<file path="src/rtl/hsv_pkg.sv">
// ============================================================
// hsv_pkg : shared types and constants for the HSV controller
// Rev 1.0
// ============================================================
`default_nettype none

package hsv_pkg;

  typedef enum logic [2:0] {
    ST_IDLE   = 3'd0,
    ST_LOAD   = 3'd1,
    ST_NORM   = 3'd2,
    ST_MAXMIN = 3'd3,
    ST_DELTA  = 3'd4,
    ST_CALC   = 3'd5,
    ST_OUT    = 3'd6
  } hsv_state_t;

  localparam logic [2:0] TRI_ALL = 3'b111;
  localparam logic [2:0] TRI_OFF = 3'b000;

  localparam int PIX_W   = 32;
  localparam int R_OFS   = 64;
  localparam int G_OFS   = 32;
  localparam int B_OFS   = 0;
  localparam int PIXEL_W = 3 * PIX_W;

endpackage

`default_nettype wire

</file>
<file path="src/rtl/hsv_ctrl_if.sv">
// ============================================================
// hsv_ctrl_if : pixel-in / result-out handshake bundle
// Rev 1.0
// ============================================================
`default_nettype none

interface hsv_ctrl_if;
  import hsv_pkg::*;

  logic               in_valid;
  logic               in_ready;
  logic [PIXEL_W-1:0] pixel_in;
  logic               out_valid;
  logic               out_ready;

  modport master (
    output in_valid, pixel_in, out_ready,
    input  in_ready, out_valid
  );

  modport slave (
    input  in_valid, pixel_in, out_ready,
    output in_ready, out_valid
  );

endinterface

`default_nettype wire

</file>
<file path="src/rtl/hsv_wait_cnt.sv">
// ============================================================
// hsv_wait_cnt : loadable down-counter with zero flag
// Rev 1.0
// ============================================================
`default_nettype none

module hsv_wait_cnt #(
  parameter int W = 2
) (
  input  logic         clk,
  input  logic         rst_n,
  input  logic         load,
  input  logic [W-1:0] load_val,
  input  logic         dec,
  output logic         zero
);

  logic [W-1:0] count;

  always_ff @(posedge clk) begin
    if (!rst_n) begin
      count <= '0;
    end else if (load) begin
      count <= load_val;
    end else if (dec && (count != '0)) begin
      count <= count - 1'b1;
    end
  end

  assign zero = (count == '0);

endmodule

`default_nettype wire

</file>
<file path="src/rtl/hsv_ctrl.sv">
// ============================================================
// hsv_ctrl : RGB-to-HSV datapath sequencing controller (top)
// Rev 1.0
// ============================================================
`default_nettype none

module hsv_ctrl
  import hsv_pkg::*;
#(
  parameter int CALC_WAIT = 2,
  parameter int CNT_W     = 16
) (
  input  logic               clk,
  input  logic               rst_n,
  hsv_ctrl_if.slave          bus,
  output logic [PIXEL_W-1:0] dp_in,
  output logic               dp_valid,
  output logic               dp_s0,
  output logic               dp_cmax_en,
  output logic               dp_cmin_en,
  output logic               dp_delta_en,
  output logic [2:0]         dp_tri_en,
  output logic [CNT_W-1:0]   pix_count,
  output logic               busy
);

  localparam int WAIT_W = (CALC_WAIT > 0) ? $clog2(CALC_WAIT + 1) : 1;
  localparam logic [WAIT_W-1:0] WAIT_LOAD = WAIT_W'(CALC_WAIT - 1);

  localparam logic [2:0] S_IDLE   = ST_IDLE;
  localparam logic [2:0] S_LOAD   = ST_LOAD;
  localparam logic [2:0] S_NORM   = ST_NORM;
  localparam logic [2:0] S_MAXMIN = ST_MAXMIN;
  localparam logic [2:0] S_DELTA  = ST_DELTA;
  localparam logic [2:0] S_CALC   = ST_CALC;
  localparam logic [2:0] S_OUT    = ST_OUT;

  generate
    if (CALC_WAIT < 1) begin : g_bad_calc_wait
      $error("hsv_ctrl: CALC_WAIT must be >= 1");
    end
  endgenerate

  logic [2:0] state;
  logic [2:0] state_nxt;
  logic       wait_zero;

  // Counter holds CALC_WAIT-1 on CALC entry, so CALC spans CALC_WAIT cycles.
  hsv_wait_cnt #(
    .W (WAIT_W)
  ) u_wait (
    .clk      (clk),
    .rst_n    (rst_n),
    .load     (state == S_DELTA),
    .load_val (WAIT_LOAD),
    .dec      (state == S_CALC),
    .zero     (wait_zero)
  );

  always_comb begin
    state_nxt = state;
    case (state)
      S_IDLE:   if (bus.in_valid) state_nxt = S_LOAD;
      S_LOAD:   state_nxt = S_NORM;
      S_NORM:   state_nxt = S_MAXMIN;
      S_MAXMIN: state_nxt = S_DELTA;
      S_DELTA:  state_nxt = S_CALC;
      S_CALC:   if (wait_zero) state_nxt = S_OUT;
      S_OUT:    if (bus.out_ready) state_nxt = S_IDLE;
      default:  state_nxt = S_IDLE;
    endcase
  end

  always_ff @(posedge clk) begin
    if (!rst_n) begin
      state     <= S_IDLE;
      dp_in     <= '0;
      pix_count <= '0;
    end else begin
      state <= state_nxt;
      if ((state == S_IDLE) && bus.in_valid) begin
        dp_in <= bus.pixel_in;
      end
      if ((state == S_OUT) && bus.out_ready) begin
        pix_count <= pix_count + 1'b1;
      end
    end
  end

  assign bus.in_ready  = (state == S_IDLE);
  assign bus.out_valid = (state == S_OUT);
  assign dp_valid      = (state == S_LOAD) || (state == S_NORM);
  assign dp_s0         = (state == S_NORM);
  assign dp_cmax_en    = (state == S_MAXMIN);
  assign dp_cmin_en    = (state == S_MAXMIN);
  assign dp_delta_en   = (state == S_DELTA);
  assign dp_tri_en     = (state == S_OUT) ? TRI_ALL : TRI_OFF;
  assign busy          = (state != S_IDLE);

endmodule

`default_nettype wire

</file>
<file path="src/flat_wrapper.sv">
// flat-port wrapper written by rule: the top's interface ports become plain ports
module hsv_ctrl_flat import hsv_pkg::*;
#(
  parameter int CALC_WAIT = 2,
  parameter int CNT_W     = 16
)
  (clk, rst_n, dp_in, dp_valid, dp_s0, dp_cmax_en, dp_cmin_en, dp_delta_en, dp_tri_en, pix_count, busy, bus_in_valid, bus_pixel_in, bus_out_ready, bus_in_ready, bus_out_valid);
  hsv_ctrl_if bus_i ();
  input  logic clk;
  input  logic rst_n;
  output logic [PIXEL_W-1:0] dp_in;
  output logic dp_valid;
  output logic dp_s0;
  output logic dp_cmax_en;
  output logic dp_cmin_en;
  output logic dp_delta_en;
  output logic [2:0] dp_tri_en;
  output logic [CNT_W-1:0] pix_count;
  output logic busy;
  input wire logic [$bits(bus_i.in_valid)-1:0] bus_in_valid;
  input wire logic [$bits(bus_i.pixel_in)-1:0] bus_pixel_in;
  input wire logic [$bits(bus_i.out_ready)-1:0] bus_out_ready;
  output wire logic [$bits(bus_i.in_ready)-1:0] bus_in_ready;
  output wire logic [$bits(bus_i.out_valid)-1:0] bus_out_valid;
  assign bus_i.in_valid = bus_in_valid;
  assign bus_i.pixel_in = bus_pixel_in;
  assign bus_i.out_ready = bus_out_ready;
  assign bus_in_ready = bus_i.in_ready;
  assign bus_out_valid = bus_i.out_valid;
  hsv_ctrl #(.CALC_WAIT(CALC_WAIT), .CNT_W(CNT_W)) u_core (.clk(clk), .rst_n(rst_n), .bus(bus_i), .dp_in(dp_in), .dp_valid(dp_valid), .dp_s0(dp_s0), .dp_cmax_en(dp_cmax_en), .dp_cmin_en(dp_cmin_en), .dp_delta_en(dp_delta_en), .dp_tri_en(dp_tri_en), .pix_count(pix_count), .busy(busy));
endmodule
</file>
<file path="config.mk">
export PLATFORM = sky130hd
export DESIGN_NAME = hsv_ctrl_flat
export DESIGN_NICKNAME = d
export VERILOG_FILES = /design/src/rtl/hsv_pkg.sv /design/src/rtl/hsv_ctrl_if.sv /design/src/rtl/hsv_wait_cnt.sv /design/src/rtl/hsv_ctrl.sv /design/src/flat_wrapper.sv
export SDC_FILE = /design/constraint.sdc
export NUM_CORES = 1
export LEC_CHECK = 0
export ABC_CLOCK_PERIOD_IN_PS = 3620
export CAP_MARGIN = 20
export CORE_ASPECT_RATIO = 0.8
export CORE_MARGIN = 2
export CORE_UTILIZATION = 52
export CTS_CLUSTER_SIZE = 10
export DETAILED_ROUTE_END_ITERATION = 12
export DONT_BUFFER_PORTS = 1
export PLACE_DENSITY = 0.67
export SLEW_MARGIN = 10
export SYNTH_ARGS = -nofsm -noshare
export SYNTH_HDL_FRONTEND = slang
export SYNTH_SLANG_ARGS = --single-unit
</file>
<file path="constraint.sdc">
create_clock -name clk -period 3.62 [get_ports clk]
set_input_delay 0.724 -clock clk [delete_from_list [all_inputs] [get_ports clk]]
set_output_delay 0.724 -clock clk [all_outputs]
set_load 0.02 [all_outputs]
</file>
==> results.yml <==
drt:
  dr.pass1.iters: 4
  top_layer: "met4"
  ant_nets: 0
  vias_per_cell: 5.46
  drc_errors: 0
  wl_met3_um: 1120
  first_iter_violations: 250
  routed-via-count: 3554
  drt-wirelength-per-cell_um: 15.8
  wl_met1_um: 3970
  wl_met2_um: 5060
  wirelength_um: 10300
floorplan:
  dieArea_um2: 9100
  coreArea_um2: 8020
  start_util_pct: 54.2
  fp.dieH_um: 85.7
  placementRows: 29
  num_io_pins: 223
  fp.dieW_um: 106
synth:
  synth_nets: 650
  async_flop_share_pct: 0
  avgSynthCellArea_um2: 7.93
  synth_cells: 548
  synth_edf_count: 0
  synth_warnings: 0
  yosysUniqueCellTypes: 32
  ys_ff_latch: 117
  synthesis.area_um2: 4340
  synthFlopType: "dfxtp_1"
  ys_seq_area_share_pct: 53.9
global_route:
  grt.total_usage_pct: 22.1
  grt_pass1_wl_um: 15800
  grt_pass1_vias: 3280
  gr-total-overflow: 0
  grt_max_degree: 80
  antenna_found_initial: 0
sta:
  clock.fmax_mhz: 379
  rsz0062_at_grt: "no"
  fin_crit_sh_pct: 72.9
  finalHoldViolCount: 0
  slew_violations: 0
  hold_slack_ns: 0.354
  final.setup.tns_ns: 0
  maxSlewHeadroom_pct: 38.1
  worst_slew_pin_slew_ns: 0.928
  fin_worst_skew_ns: 0.00829
  fin_crit_ns: 2.64
  finalSetupViolations: 0
setup_path:
  critPathBufInv: 0
  ff2ff_setup_slack_ns: 1.43
  worstSetupPathType: "flip-flop to output pin"
  arrival_ns: 1.92
  cp-end-kind: "output pin"
  required_ns: 2.90
  reg2reg_to: "u_core.dp_in[42]"
  cp-startpoint: "u_core.state[1]"
  max_stage_delay_ns: 0.73
  reg2reg_depth: 6
  crit_family: "simple AND/OR/NAND/NOR gates"
  r2r_start: "u_core.state[2]"
  critPathSlowestCell: "nor2_2"
  start_kind: "flip-flop"
  worstPathCellList: "nand2_1, nor2_2"
  cp_max_fo: 11
clock_tree:
  clock-sinks: 117
  cts_hold_repair.buffers: 0
  cts.clk_slew.worst_paths_ns: 0.06
  cts_tree: "done"
  root_buffer: "clkbuf_8"
  h-tree-depth: 4
  insertion_delay_ns: 0.50
  cts_made_buffers: 17
  post-cts-setup-buffers: 0
  cts_buffer_depth: 2
  cts_resized: 0
layout:
  antenna_cells: 0
  drive_gt1_share_pct: 7.73
  fin_area_um2: 4940
  syn2layout_area_growth_pct: 13.7
  final_nets: 633
  final_util_pct: 61.6
power_and_ir_drop:
  p_int_mw: 2.58
  power.total_mw: 3.59
  powerDensity_nw_per_um2: 727
  combPwrFrac_pct: 9.2
  p_leak_nw: 1.83
  p_sw_share_pct: 28.1
  seq_power_share_pct: 44.8
  p_clk_share_pct: 46.0
  ir_drop_v: 0.000351
  p_switching_mw: 1.01
placement:
  dp_hpwl_um: 7050
  placed_cell_area_um2: 4340
  port_buffers: 0
  gp_congestion: 0.808
hold_path:
  min_from: "bus_pixel_in[64]"
  min_path_type: "primary input to flip-flop"
  hold_path_end: "u_core.dp_in[64]"
  whs_path_depth: 2
run:
  drv_cap: 0
status:
  status: "completed"
final cells by class:
| cell class | count | area [um2] |
|---|---|---|
| Tap cell | 108 | 135 |
| Clock buffer | 19 | 442 |
| Timing Repair Buffer | 5 | 62.6 |
| Fill cell | 721 | 3080 |
| Multi-Input combinational cell | 383 | 1770 |
| Clock inverter | 12 | 154 |
| Inverter | 7 | 27.5 |
| Sequential cell | 117 | 2340 |
per-layer routing:
metal	vias up	track usage (%)
li1	1747	-
met1	1631	24.8
met2	162	35.3
met3	14	11.6
met4	0	9.45
met5	-	0
Yosys cell counts, types with 2 or more instances:
master    count  area share, %
nand2_1     203             18
dfxtp_1     117             54
a21oi_1     104             12
clkbuf_1     23            2.0
nor2_1       20            1.7
buf_4        10            1.7
xnor2_1       9            1.8
o21ai_0       7           0.81
buf_2         6           0.69
inv_1         6           0.52
nand3_1       6           0.69
nor3_1        4           0.46
nor4_1        4           0.58
or3_1         4           0.58
a211oi_1      2           0.35
and2_1        2           0.29
ha_1          2           0.58
nand4_1       2           0.29
nand4b_1      2           0.40
nor3b_1       2           0.35
xor2_1        2           0.40
state kept, by name (all words and copies together), names as in the netlist:
register,cells
u_core.pix_count,16
u_core.state,3
u_core.u_wait.count,2
u_core.dp_in,96
worst max path at each step:
stage                                       to  slack [ns]  cells after the start
final                             dp_tri_en[0]        0.98                      2
after global routing              dp_tri_en[1]        0.84                      2
after CTS                         dp_tri_en[0]        0.94                      2
after detailed placement  u_core.pix_count[15]        1.42                      3
after global placement        u_core.dp_in[24]        1.47                      3
after floorplan                           busy        1.56                      3
through the flow:
step | setup WS (ns) | instances
2_1_floorplan | 1.56 | 548
3_3_place_gp | 1.47 | 620
3_5_place_dp | 1.42 | 620
4_1_cts | 0.945 | 651
5_1_grt | 0.838 | 651
6_report | 0.980 | 651
worst register-to-register path: cells and delay by family (launching register included):
kind	cells	cell delay, ns
DFF	1	0.54
buffers and inverters	2	0.51
and+or+nand+nor	3	0.86
AOI/OAI and AO/OA	1	0.17
cell families after synthesis:
logic type | count (synthesis) | share of synthesized area (%)
AO/OA/AOI/OAI | 115 | 13.6
AND/OR/NAND/NOR | 255 | 24.3
flip-flops | 117 | 53.9
adder cells (fa/ha/maj) | 2 | 0.576
XOR/XNOR | 11 | 2.22
buffers and inverters | 48 | 5.36
power by group through the flow:
stage          logic (mW)  clock network (mW)  registers [mW]
6_report            0.331                1.65            1.61
4_1_cts             0.335                1.68            1.61
3_3_place_gp        0.322                   0            1.63
3_5_place_dp        0.334                   0            1.64
5_1_grt             0.378                1.74            1.62
2_1_floorplan       0.295                   0            1.60
placed cells by master, fill, tap and decap left out, types with 6 or more instances in the layout:
master | synthesis | final
clkbuf_16 | 0 | 16
o21ai_0 | 7 | 7
nor2_1 | 20 | 19
nand2_1 | 203 | 202
dfxtp_1 | 117 | 117
a21oi_1 | 104 | 104
xnor2_1 | 9 | 9
inv_1 | 6 | 6
nand3_1 | 6 | 6
No activity file was read; power rests on OpenSTA's default activity.
